### config.mk
export PLATFORM = sky130hd
export DESIGN_NAME = seq_alu
export DESIGN_NICKNAME = d
export VERILOG_FILES = /design/src/rtl/seq_alu.sv
export SDC_FILE = /design/constraint.sdc
export NUM_CORES = 1
export LEC_CHECK = 0
export CORE_ASPECT_RATIO = 1.5
export CORE_MARGIN = 5
export CORE_UTILIZATION = 55
export DETAILED_ROUTE_END_ITERATION = 10
export PLACE_DENSITY = 0.74
export SLEW_MARGIN = 20
export SYNTH_ARGS = -nofsm -noshare
export SYNTH_HDL_FRONTEND = slang
export SYNTH_SLANG_ARGS = --single-unit
### constraint.sdc
create_clock -name Clk -period 6.04 [get_ports Clk]
set_input_delay 1.208 -clock Clk [delete_from_list [all_inputs] [get_ports Clk]]
set_output_delay 1.208 -clock Clk [all_outputs]
set_load 0.1 [all_outputs]
### src/rtl/seq_alu.sv
// Registered ALU with Start/Done handshake: single-cycle logic/arith/shift ops
// and an iterative shift-add multiplier that holds Busy while it runs.
module seq_alu #(
    parameter int WIDTH = 8,
    parameter int SHW   = 3
) (
    input  logic             Clk,
    input  logic             Reset_n,
    input  logic             Start,
    input  logic [2:0]       OP,
    input  logic [WIDTH-1:0] InputA,
    input  logic [WIDTH-1:0] InputB,
    output logic [WIDTH-1:0] Out,
    output logic             Zero,
    output logic             LT,
    output logic             Carry,
    output logic             Busy,
    output logic             Done
);

    typedef enum logic [1:0] {
        ST_IDLE = 2'd0,
        ST_MUL  = 2'd1,
        ST_DONE = 2'd2
    } state_t;

    localparam logic [2:0] OP_ADD = 3'b000;
    localparam logic [2:0] OP_SUB = 3'b001;
    localparam logic [2:0] OP_AND = 3'b010;
    localparam logic [2:0] OP_OR  = 3'b011;
    localparam logic [2:0] OP_XOR = 3'b100;
    localparam logic [2:0] OP_SHL = 3'b101;
    localparam logic [2:0] OP_SHR = 3'b110;
    localparam logic [2:0] OP_MUL = 3'b111;

    localparam logic [SHW-1:0]     CNT_ONE  = SHW'(1);
    localparam logic [SHW-1:0]     CNT_LAST = SHW'(WIDTH - 1);
    localparam logic [WIDTH-1:0]   W_ZERO   = {WIDTH{1'b0}};
    localparam logic [2*WIDTH-1:0] A_ZERO   = {(2*WIDTH){1'b0}};

    state_t             state_r;
    state_t             state_nxt_s;
    logic               accept_s;
    logic               last_s;

    logic [WIDTH-1:0]   a_r;
    logic [WIDTH-1:0]   b_r;
    logic [2*WIDTH-1:0] acc_r;
    logic [2*WIDTH-1:0] acc_nxt_s;
    logic [2*WIDTH-1:0] mcand_r;
    logic [WIDTH-1:0]   mplier_r;
    logic [SHW-1:0]     cnt_r;

    logic [WIDTH:0]     sum_s;
    logic [WIDTH:0]     dif_s;
    logic [WIDTH-1:0]   res_s;
    logic               cy_s;

    logic [WIDTH-1:0]   out_r;
    logic               zero_r;
    logic               lt_r;
    logic               carry_r;
    logic               busy_r;
    logic               done_r;

    // A request is only taken when no multiply is iterating.
    assign accept_s  = Start && (state_r != ST_MUL);
    assign last_s    = (state_r == ST_MUL) && (cnt_r == CNT_LAST);
    assign acc_nxt_s = acc_r + (mplier_r[0] ? mcand_r : A_ZERO);

    // Next-state logic for the IDLE/MUL/DONE controller.
    always_comb begin
        state_nxt_s = state_r;
        case (state_r)
            ST_IDLE, ST_DONE: begin
                if (accept_s) begin
                    state_nxt_s = (OP == OP_MUL) ? ST_MUL : ST_DONE;
                end else begin
                    state_nxt_s = ST_IDLE;
                end
            end
            ST_MUL: begin
                if (last_s) begin
                    state_nxt_s = ST_DONE;
                end else begin
                    state_nxt_s = ST_MUL;
                end
            end
            default: state_nxt_s = ST_IDLE;
        endcase
    end

    // Single-cycle result and carry/borrow for the non-multiply ops.
    always_comb begin
        sum_s = {1'b0, InputA} + {1'b0, InputB};
        dif_s = {1'b0, InputA} - {1'b0, InputB};
        res_s = W_ZERO;
        cy_s  = 1'b0;
        case (OP)
            OP_ADD: begin
                res_s = sum_s[WIDTH-1:0];
                cy_s  = sum_s[WIDTH];
            end
            OP_SUB: begin
                res_s = dif_s[WIDTH-1:0];
                cy_s  = dif_s[WIDTH];
            end
            OP_AND:  res_s = InputA & InputB;
            OP_OR:   res_s = InputA | InputB;
            OP_XOR:  res_s = InputA ^ InputB;
            OP_SHL:  res_s = InputA << InputB[SHW-1:0];
            OP_SHR:  res_s = InputA >> InputB[SHW-1:0];
            OP_MUL:  res_s = W_ZERO;
            default: res_s = W_ZERO;
        endcase
    end

    // State register with Busy/Done decoded from the next state so both are registered.
    always_ff @(posedge Clk) begin
        if (!Reset_n) begin
            state_r <= ST_IDLE;
            busy_r  <= 1'b0;
            done_r  <= 1'b0;
        end else begin
            state_r <= state_nxt_s;
            busy_r  <= (state_nxt_s == ST_MUL);
            done_r  <= (state_nxt_s == ST_DONE);
        end
    end

    // Operand latch, multiplier iteration and result/flag registers.
    always_ff @(posedge Clk) begin
        if (!Reset_n) begin
            a_r      <= W_ZERO;
            b_r      <= W_ZERO;
            acc_r    <= A_ZERO;
            mcand_r  <= A_ZERO;
            mplier_r <= W_ZERO;
            cnt_r    <= {SHW{1'b0}};
            out_r    <= W_ZERO;
            zero_r   <= 1'b0;
            lt_r     <= 1'b0;
            carry_r  <= 1'b0;
        end else if (accept_s) begin
            a_r <= InputA;
            b_r <= InputB;
            if (OP == OP_MUL) begin
                acc_r    <= A_ZERO;
                mcand_r  <= {W_ZERO, InputA};
                mplier_r <= InputB;
                cnt_r    <= {SHW{1'b0}};
            end else begin
                out_r   <= res_s;
                zero_r  <= (res_s == W_ZERO);
                lt_r    <= (InputA < InputB);
                carry_r <= cy_s;
            end
        end else if (state_r == ST_MUL) begin
            // One multiplier bit per cycle; the final sum is taken straight from the adder.
            acc_r    <= acc_nxt_s;
            mcand_r  <= mcand_r << 1;
            mplier_r <= mplier_r >> 1;
            cnt_r    <= cnt_r + CNT_ONE;
            if (last_s) begin
                out_r   <= acc_nxt_s[WIDTH-1:0];
                zero_r  <= (acc_nxt_s[WIDTH-1:0] == W_ZERO);
                lt_r    <= (a_r < b_r);
                carry_r <= |acc_nxt_s[2*WIDTH-1:WIDTH];
            end
        end
    end

    assign Out   = out_r;
    assign Zero  = zero_r;
    assign LT    = lt_r;
    assign Carry = carry_r;
    assign Busy  = busy_r;
    assign Done  = done_r;

endmodule
==> run metrics, run 1 <==
status=finished clean; unrepaired setup endpoints after global routing=false; MaxCap Viol Count=0; Yosys cell types=63; GRT Util Overall=0.2634; max_slew headroom=0.3434; largest net degree at the start of global routing=77; Final Cycle Share=0.7698; DP HPWL=11.60 mm; final instance area=6280 µm²; flops & latches, synth=74; static leakage=2.760 nW; number of diodes=0; Final ANT Viol Nets=0; via count=5,156; Slew @ Worst Pin=0.9818 ns; slowest library cell on the worst path=a2111oi_0; worst-path cell chain=clkdlybuf4s50_1 -> clkinv_1 -> ha_1 -> nor3_1 -> a2111oi_0 -> o21bai_1 -> a21oi_1 -> xor2_1 -> a221o_1 -> nor2b_1 -> a32o_1; antenna violations before repair=0; first-pass GRT wire length=25.68 mm; Nets=779; clock transition at the registers of the reported paths=0.06 ns; Ys Warns=0; crit end category=register; commonest non-fill, non-tap cell in the layout=nand2_1; first drt pass iteration count=5; cell area after synthesis=5574 µm²; pre-CTS setup slack=1.128 ns; register area share after synthesis=0.2658; ys flop type=dfxtp_1; die span in x=92.20 µm; grt total ovfl=0; minimum clock period=4.650 ns; maximum VDD drop=0.1555 mV; area post-placement=5952 µm²; post-CTS resize count=0; Max Freq=0.2151 GHz; Synth-to-Final Area Change=12.66%; crit path from=InputB[2]; FF-to-FF Start=mplier_r[0]; Post-synth ARST share=0; CP Data Arrival Time=4.93 ns; CTS max path bufs=2; post-CTS setup buffers=0; Hold Crit Class=register to register; H-tree levels=3; cts hold-fix bufs=0; WL/cell=18.96 µm; Startpoint Class=primary input; Clk Latency, worst-skew pair=0.34 ns; syn avg cell area=8.020 µm²; CTS tree=built; Initial Utilization=0.5562; number of enable flip-flop cells after synthesis=0; slowest stage delay, CP=0.83 ns; syn_nets=769; critical path type=primary input to register; Worst EP required=6.32 ns; Design Power=1.415 mW; RePlAce Congestion=0.9017; Vias/cell=6.235; final setup margin=1.390 ns; clk sinks=74; # rows=45; final WL=15.68 mm; clk_skew=0.005533 ns; final setup TNS=0 ns; root buf cell=clkbuf_16; CTS Buf Count=9; die area=12,290 µm²; DRC=0; Ports=35; pwr/cell area=225.3 nW/µm²; number of global-route vias before repair=5,060; commonest cells after routing, fill and taps aside=nand2_1 (103), dfxtp_1 (74), ha_1 (49); Final Setup Violations=0; Hold Fails Final Rpt=0; Top delay family on crit path=compound AO/OA/AOI/OAI gates; Die Span Y=133.3 µm; Hold Path Origin=b_r[0]; final slew viol count=0; Synth Instances=695; CP bufs+invs=2; hold slack final=0.4679 ns; crit path max fanout=12; drt first-iter violations=356; port buffer count=34; core area=10,020 µm²; share of cells above drive strength 1=0.06197
[per-layer routing]
layer	up-vias	GRT usage	routed length [µm]
li1	2512	-	-
met1	2468	0.2957	6114
met2	127	0.4654	8105
met3	49	0.05480	699
met4	0	0.1339	763
met5	-	0	0
[layout make-up]
type	count	area [µm²]
fillers	913	3742
clock buffers	10	239.0
repair buffers	42	395.4
well taps	117	146.4
clock inverters	6	88.84
flip-flops and latches	74	1481
inverters	36	135.1
multi-input cells	542	3794
[registers in the layout (all words and copies together), names as in the netlist, 2 cells and up]
register / cells
acc_r: 16
mcand_r: 16
Out: 8
a_r: 8
b_r: 8
mplier_r: 8
cnt_r: 3
state_r: 2
[worst reg2reg max path, cell delays in order, from the launching register on]
cell and delay (ns):
dfxtp_1 0.48, and2_1 0.24, ha_1 0.20, fa_1 0.43
a211o_1 0.32, a2111oi_4 0.33, o31ai_1 0.17, o41a_1 0.40
xor2_1 0.19, nor4_2 0.27, nand4_1 0.15, o311a_1 0.34
[final timing paths]
path,endpoint,slack [ns],cells past startpoint
setup / recovery,Zero,1.39,11
hold / removal,b_r[0],0.47,2
hold reg to reg,b_r[0],0.47,2
setup reg to reg,Carry,2.41,11
[power by group]
part	internal, mW	switching, mW	leakage [nW]
sequential	0.508	0.0137	0.603
clock	0.373	0.215	0.155
combinational	0.111	0.194	2.00
[through the flow]
stage	utilization	cells
after floorplan	-	695
after global placement	0.5939	811
after detailed placement	0.5939	811
after CTS	0.6266	827
after global routing	0.6266	827
final	0.6266	827
[synth_stat cells (9+ instances only)]
cell type,count,area share
a21oi_1,36,0.032
nand3_1,44,0.040
a21boi_0,40,0.054
a211oi_1,10,0.013
xor2_1,9,0.014
o211a_1,15,0.027
nand2_1,103,0.069
dfxtp_1,74,0.27
nor2b_1,11,0.012
nor3_1,11,0.0099
and2_1,24,0.027
ha_1,49,0.11
a21o_1,17,0.023
mux4_2,10,0.040
clkbuf_1,37,0.025
inv_1,35,0.024
nor2_1,26,0.018
o21ai_0,29,0.026
[cells by family (layout without fill, tap and decap cells)]
| kind of cell | Yosys count | count (layout) | share of synthesized area |
|---|---|---|---|
| AND/OR/NAND/NOR | 252 | 252 | 0.2168 |
| AO/OA/AOI/OAI | 204 | 204 | 0.2626 |
| buffers and inverters | 79 | 94 | 0.05365 |
| flip-flops | 74 | 74 | 0.2658 |
| adder cells (fa/ha/maj) | 52 | 52 | 0.1208 |
| multiplexers | 19 | 19 | 0.05679 |
| XOR/XNOR | 15 | 15 | 0.02357 |
No activity file was read; power rests on OpenSTA's default activity.
==> run 2: changes to the inputs <==
--- a/config.mk
+++ b/config.mk
@@ -9,7 +9,7 @@
 export CORE_MARGIN = 5
 export CORE_UTILIZATION = 55
 export DETAILED_ROUTE_END_ITERATION = 10
-export PLACE_DENSITY = 0.74
+export PLACE_DENSITY = 0.77
 export SLEW_MARGIN = 20
 export SYNTH_ARGS = -nofsm -noshare
 export SYNTH_HDL_FRONTEND = slang
==> constraint.sdc (replaced) <==
create_clock -name Clk -period 3.9 [get_ports Clk]
set_input_delay 0.78 -clock Clk [delete_from_list [all_inputs] [get_ports Clk]]
set_output_delay 0.78 -clock Clk [all_outputs]
set_load 0.1 [all_outputs]
==> run metrics, run 2 (synthesized netlist as in run 1, its figures left out) <==
Hold Crit Class=register to register; CTS max path bufs=2; max_slew headroom=0.3436; commonest cells after routing, fill and taps aside=nand2_1 (103), dfxtp_1 (74), ha_1 (49); # rows=45; pre-CTS setup slack=0.2417 ns; via count=5,256; final setup margin=0.4993 ns; Final ANT Viol Nets=0; FF-to-FF Start=mcand_r[0]; most crowded layer after global routing=met2; Vias/cell=6.205; H-tree levels=3; met3 GRT Util=0.04576; Sequential Power Share=0.380; pwr/cell area=331.5 nW/µm²; crit path max fanout=3; met2 GRT Util=0.4732; R2R setup slack=0.50 ns; antenna violations before repair=0; crit end category=register; cts hold-fix bufs=0; post-CTS setup buffers=0; final slew viol count=0; grt total ovfl=0; post-CTS resize count=0; minimum clock period=3.401 ns; CP bufs+invs=0; clk_skew=0.008613 ns; CTS tree=built; Clk Latency, worst-skew pair=0.33 ns; status=finished clean; Hold Path Cell Cnt=2; root buf cell=clkbuf_16; Worst EP required=4.12 ns; Slew @ Worst Pin=0.9815 ns; die span in x=92.20 µm; first-pass GRT wire length=25.53 mm; share of cells above drive strength 1=0.08630; clock transition at the registers of the reported paths=0.06 ns; GRT Util Overall=0.2593; RePlAce Congestion=0.9395; maximum VDD drop=0.2474 mV; RR Endpoint=Carry; critical path type=register to register; static leakage=2.845 nW; worst-path cell chain=and2_1 -> ha_1 -> fa_1 -> a211o_1 -> a2111oi_4 -> o31ai_1 -> o41a_1 -> xor2_1 -> nor4_2 -> nand4_1 -> o311a_1; DRC=0; commonest non-fill, non-tap cell in the layout=nand2_1; clk sinks=74; MaxCap Viol Count=0; slowest stage delay, CP=0.43 ns; Cell Int Power=1.469 mW; Max Freq=0.2941 GHz; Reg2Reg Depth=11; power share of the combinational group=0.233; WL/cell=18.67 µm; biggest regs=acc_r x16, mcand_r x16; FF+latch area=1481 µm²; unrepaired setup endpoints after global routing=false; number of diodes=0; core area=10,020 µm²; Hold Path End=a_r[0]; number of global-route vias before repair=5,190; final core utilization=0.6382; Multi-input gate area=3794 µm²; drt first-iter violations=295; GR Util met1=0.2787; Hold Fails Final Rpt=0; Ports=35; Startpoint Class=register; Final Setup Violations=0; Fillers=878; Switch Pwr=0.6512 mW; die area=12,290 µm²; port buffer count=34; Initial Utilization=0.5562; Nets=799; final WL=15.82 mm; Die Span Y=133.3 µm; Synth-to-Final Area Change=14.75%; slowest library cell on the worst path=fa_1; first drt pass iteration count=5; Final Cycle Share=0.8720; switch share=0.3071; DP HPWL=11.96 mm; largest net degree at the start of global routing=40; CP Data Arrival Time=3.62 ns; final setup TNS=0 ns; clock power share=0.388; Hold Path Origin=a_r[0]; CTS Buf Count=9; Top delay family on crit path=compound AO/OA/AOI/OAI gates
[run 2: cell types whose count changed in the layout (fill, tap and decap cells not counted)]
cell / previous run / this run
buf_4: 8 / 28
bufinv_16: 2 / 1
clkbuf_1: 0 / 1
clkbuf_8: 1 / 0
clkinv_2: 1 / 2
clkinv_4: 0 / 1
clkinvlp_4: 2 / 1
[run 2: stage by stage]
step | area [µm²] | std cells | total power, mW | hold WS [ns]
after floorplan | 5574 | 695 | 1.150 | 0.4383
after detailed placement | 6102 | 831 | 1.309 | 0.4610
after global placement | 6102 | 831 | 1.305 | 0.4499
final | 6396 | 847 | 2.120 | 0.4601
after CTS | 6396 | 847 | 2.127 | 0.4697
after global routing | 6396 | 847 | 2.209 | 0.4987
[run 2: worst max-delay path by stage]
stage,from,end,slack [ns],depth (start not counted)
detailed placement,InputA[0],Carry,0.24,12
CTS,mcand_r[0],Carry,0.50,11
floorplan,InputB[2],Zero,0.66,11
global placement,InputA[0],Carry,0.29,12
global route,mcand_r[0],Carry,0.39,11
finish,mcand_r[0],Carry,0.50,11
[run 2: area by class of cell]
type / count / share of cell area
sequential: 74 / 0.2316
inverter: 36 / 0.02113
clock inverter: 6 / 0.01017
tap: 117 / 0.02289
multi-input combinational: 542 / 0.5931
clock buffer: 10 / 0.03580
timing repair buffer: 62 / 0.08529
[run 2: worst register-to-register path: stages, from the launching register on]
cell       delay [ns]
dfxtp_1          0.32
and2_1           0.17
ha_1             0.20
fa_1             0.43
a211o_1          0.33
a2111oi_4        0.32
o31ai_1          0.17
o41a_1           0.38
xor2_1           0.18
nor4_2           0.29
nand4_1          0.14
o311a_1          0.35
[run 2: metal layers]
layer / share of wire / wire, µm / vias up
met3: 0.052 / 816 / 56
met4: 0.051 / 805 / 0
met5: 0 / 0 / -
li1: - / - / 2562
met2: 0.51 / 8085 / 174
met1: 0.39 / 6110 / 2464
[run 2: power by group through the flow]
stage | clock (mW) | combinational [mW] | sequential [mW]
2_1_floorplan | 0 | 0.265 | 0.885
3_3_place_gp | 0 | 0.485 | 0.821
3_5_place_dp | 0 | 0.488 | 0.821
4_1_cts | 0.831 | 0.491 | 0.805
5_1_grt | 0.870 | 0.531 | 0.808
6_report | 0.822 | 0.493 | 0.805
==> run 3: changes to the inputs <==
--- a/config.mk
+++ b/config.mk
@@ -10,6 +10,7 @@
 export CORE_UTILIZATION = 55
 export DETAILED_ROUTE_END_ITERATION = 10
 export PLACE_DENSITY = 0.77
+export RECOVER_POWER = 25
 export SLEW_MARGIN = 20
 export SYNTH_ARGS = -nofsm -noshare
 export SYNTH_HDL_FRONTEND = slang
==> run metrics, run 3 (synthesized netlist as in run 1, its figures left out) <==
Final Setup Violations=0; cts hold-fix bufs=0; Ports=35; biggest regs=acc_r x16, mcand_r x16; maximum VDD drop=0.2471 mV; Synth-to-Final Area Change=14.55%; minimum clock period=3.500 ns; Die Span Y=133.3 µm; number of global-route vias before repair=5,190; final WL=15.83 mm; die span in x=92.20 µm; slowest stage delay, CP=0.94 ns; MaxCap Viol Count=1; crit end category=register; GRT Util Overall=0.2593; FF+latch area=1481 µm²; DP HPWL=11.96 mm; root buf cell=clkbuf_16; critical path type=primary input to register; final setup TNS=0 ns; Initial Utilization=0.5562; # rows=45; Fillers=880; largest net degree at the start of global routing=40; pwr/cell area=331.9 nW/µm²; via count=5,245; crit path max fanout=28; first-pass GRT wire length=25.53 mm; RePlAce Congestion=0.9395; Vias/cell=6.192; Hold Fails Final Rpt=0; Hold Crit Class=register to register; violated checks=capacitance limit; first drt pass iteration count=7; Final ANT Viol Nets=0; slowest library cell on the worst path=clkbuf_1; post-CTS setup buffers=0; commonest non-fill, non-tap cell in the layout=nand2_1; worst-path cell chain=dlygate4sd3_1 -> clkbuf_1 -> nand4_1 -> clkbuf_1 -> and2_0 -> a22oi_1 -> nor2b_1; max_slew headroom=0.002860; Final Cycle Share=0.8974; die area=12,290 µm²; WL/cell=18.69 µm; most frequent CP cell=clkbuf_1; clock transition at the registers of the reported paths=0.06 ns; Design Power=2.119 mW; drt first-iter violations=288; Nets=799; Startpoint Class=primary input; status=finished, violations left; clk_skew=0.008650 ns; antenna violations before repair=0; CTS max path bufs=2; Worst EP required=4.16 ns; post-CTS resize count=0; CP Data Arrival Time=3.76 ns; core area=10,020 µm²; Slew @ Worst Pin=1.496 ns; Multi-input gate area=3794 µm²; commonest cells after routing, fill and taps aside=nand2_1 (103), dfxtp_1 (74), ha_1 (49); static leakage=2.835 nW; unrepaired setup endpoints after global routing=false; grt total ovfl=0; Max Freq=0.2857 GHz; number of diodes=0; share of cells above drive strength 1=0.08219; final slew viol count=0; CTS Buf Count=9; DRC=0; Clk Latency, worst-skew pair=0.33 ns; port buffer count=34; CTS tree=built; clk sinks=74; H-tree levels=3
==> run 3: cell types whose count changed in the layout (fill, tap and decap cells not counted) <==
cell             delta
buf_4               -3
clkbuf_1            +3
clkdlybuf4s50_1     -2
dlygate4sd3_1       +2
==> run 3: through the flow <==
| step | instance area (µm²) | util | cells | setup WS [ns] | hold WS, ns |
|---|---|---|---|---|---|
| finish | 6385 | 0.6371 | 847 | 0.4002 | 0.4601 |
| global route | 6385 | 0.6371 | 847 | 0.2818 | 0.4987 |
| CTS | 6396 | 0.6382 | 847 | 0.5002 | 0.4697 |
| detailed placement | 6102 | 0.6089 | 831 | 0.2417 | 0.4610 |
| global placement | 6102 | 0.6089 | 831 | 0.2870 | 0.4499 |
| floorplan | 5574 | - | 695 | 0.6624 | 0.4383 |
==> run 3: cell type report <==
cell class,count,area share
Multi-Input combinational cell,542,0.5942
Sequential cell,74,0.2320
Timing Repair Buffer,62,0.08368
Clock buffer,10,0.03586
Tap cell,117,0.02293
Inverter,36,0.02116
Clock inverter,6,0.01019
==> run 3: worst paths after layout <==
path | startpoint | to | slack, ns | cells after the start
hold / removal | a_r[0] | a_r[0] | 0.46 | 2
hold reg to reg | a_r[0] | a_r[0] | 0.46 | 2
setup reg to reg | mcand_r[0] | Carry | 0.50 | 11
setup / recovery | OP[2] | acc_r[14] | 0.40 | 7
==> run 3: layer usage <==
metal	wire length, µm	GRT usage	up-vias	share of wire
met2	8139	0.4732	177	0.51
met4	818	0.1430	0	0.052
met1	6104	0.2787	2450	0.39
li1	-	-	2560	-
met5	0	0	-	0
met3	771	0.04576	58	0.049
==> run 3: where the power goes <==
part / switching (mW) / internal (mW)
clock network: 0.325 / 0.496
logic: 0.307 / 0.185
registers: 0.0189 / 0.786
==> run 3: critical path: cells and delay by family <==
| kind | cells | cell delay, ns |
|---|---|---|
| and+or+nand+nor | 3 | 0.83 |
| buffers and inverters | 3 | 1.95 |
| AOI/OAI and AO/OA | 1 | 0.17 |
==> edit: new RTL, config.mk and constraints of run 2 <==
The parameter `SHW` goes from 3 to 5.
--- a/src/rtl/seq_alu.sv
+++ b/src/rtl/seq_alu.sv
@@ -3,5 +3,5 @@
 module seq_alu #(
     parameter int WIDTH = 8,
-    parameter int SHW   = 3
+    parameter int SHW   = 5
 ) (
     input  logic             Clk,
Behaviour: not the same (Yosys sat finds a counterexample within 4 cycles, from zero or initial values and one cycle with Reset_n low).
==> edit against run 2 <==
Total power about the same. First-iteration DRC count increased by 57%. Worst setup slack got worse by 0.036 ns. Wire length increased by 7.9%. Final area increased by 0.53%. Sequential share of layout area increased by 0.50 points. Sequential cell count increased by 2. Critical endpoint is now Zero. Synthesized area about the same. Cell count increased by 5.9%. Critical path type is now in2reg.
==> edit: results (changes against run 2) <==
[synthesis]
syn_nets = 812  ; was 769
synthMuxAreaShare_pct = 2.76  ; was 5.68%
synth-seq-cells = 76  ; was 74
synth_cell_types = 69  ; was 63
netlist_top_cells_count = nand2_1, a21oi_1, dfxtp_1, nor2_1, ha_1  ; was nand2_1, dfxtp_1, ha_1, nand3_1, a21boi_0
synthXorXnorAreaFrac_pct = 3.93  ; was 2.36%
synth_area_leaders = dfxtp_1, ha_1, a21oi_1, nand2_1, nor2_1  ; was dfxtp_1, ha_1, nand2_1, a21boi_0, mux4_2
seq_area_frac_synth_pct = 27.3  ; was 26.6%
synth_fa_ha_area_share_pct = 11.6  ; was 12.1%
synth_compound_area_share_pct = 25.8  ; was 26.3%

[final_layout]
clkbuf_count = 9  ; was 10
multi_input_area_sq_um = 3700  ; was 3790 sq um
clock_area_share_pct = 4.51  ; was 4.60%
layout.nonclk_buf_share_pct = 9.92  ; was 8.53%
final_nets = 847  ; was 799
nNonClkBuffers = 72  ; was 62
nMultiInputCombCells = 580  ; was 542
n_all_inverters = 36  ; unchanged
regArea_sq_um = 1520  ; was 1480 sq um
drive_gt1_share_pct = 8.33  ; was 8.63%
fill_cells = 918  ; was 878

[routing]
wl_met3_um = 823  ; was 816 um
vias_per_cell = 6.38  ; was 6.21
via_count = 5721  ; was 5,256
drt_iter0_markers = 463  ; was 295
wl_per_cell_um = 19.0  ; was 18.7 um
dr_wl_met2_um = 8840  ; was 8090 um

[setup_path]
arrival_ns = 3.69  ; was 3.62 ns
rrSetupSlack_ns = 0.69  ; was 0.50 ns
cpPeakStageDelay_ns = 0.53  ; was 0.43 ns
crit_path_start = InputA[0]  ; was mcand_r[0]
rr_startpoint = mplier_r[0]  ; was mcand_r[0]
slowest_stage = or4_1  ; was fa_1
crit_path_max_fanout = 3  ; unchanged

[grt]
grt_pass1_wl_um = 27300  ; was 25,500 um
grt_use_met3_pct = 4.24  ; was 4.58%
use_met1_pct = 28.6  ; was 27.9%
grt_pass1_vias = 5576  ; was 5,190
grt.total_usage_pct = 28.0  ; was 25.9%
gr-usage-met2_pct = 51.1  ; was 47.3%
grt_start_max_net_pins = 67  ; was 40

[timing]
tightest_slew_ns = 0.976  ; was 0.981 ns
fin_skew_ns = 0.00636  ; was 0.00861 ns
hold_ws_ns = 0.454  ; was 0.460 ns
timing.fmax_ghz = 0.291  ; was 0.294 GHz
slew_violations = 0  ; unchanged

[place]
portBuffers = 34  ; unchanged
placedCellCount = 881  ; was 831
dp_hpwl_um = 13000  ; was 12,000 um
place_worst_setup_slack_ns = 0.131  ; was 0.242 ns
gp_congestion = 1.11  ; was 0.940

[power]
p_sw_uw = 692  ; was 651 uW
leakagePower_nw = 2.67  ; was 2.84 nW
vdd_drop_max_uv = 199  ; was 247 uV

[status]
status = completed  ; unchanged

[clock_tree]
worstSkewPairLatency_ns = 0.34
root_buffer = clkbuf_16  ; unchanged

[worst_hold_path]
worstHoldStart = Out[0]  ; was a_r[0]

edit: changes by cell type in the layout (fill, tap and decap cells not counted), moves of 7 or more:
cell and delta:
mux4_2 -9, buf_4 +9, a311oi_1 +15, nor2b_1 -7
nor2_1 +40, o211ai_1 +7, o211a_1 -14, xnor2_1 +10
a21boi_0 -39, nand3_1 -14, a21oi_1 +46, a21o_1 -11
edit: path summary, 6_finish.rpt:
kind,endpoint,cells past startpoint
setup / recovery,Zero,11
hold reg to reg,Out[0],2
hold / removal,Out[0],2
setup reg to reg,Carry,11
edit: power groups by stage:
stage	clock network [mW]	registers, mW	logic [mW]
after floorplan	0	0.899	0.263
after detailed placement	0	0.841	0.481
after global placement	0	0.840	0.475
final	0.805	0.824	0.490
after CTS	0.816	0.824	0.484
after global routing	0.853	0.827	0.528
edit: per-stage QoR:
stage / cell area (sq um) / power [mW]
final: 6430 / 2.12
after global routing: 6430 / 2.21
after CTS: 6430 / 2.12
after detailed placement: 6140 / 1.32
after global placement: 6140 / 1.32
after floorplan: 5570 / 1.16
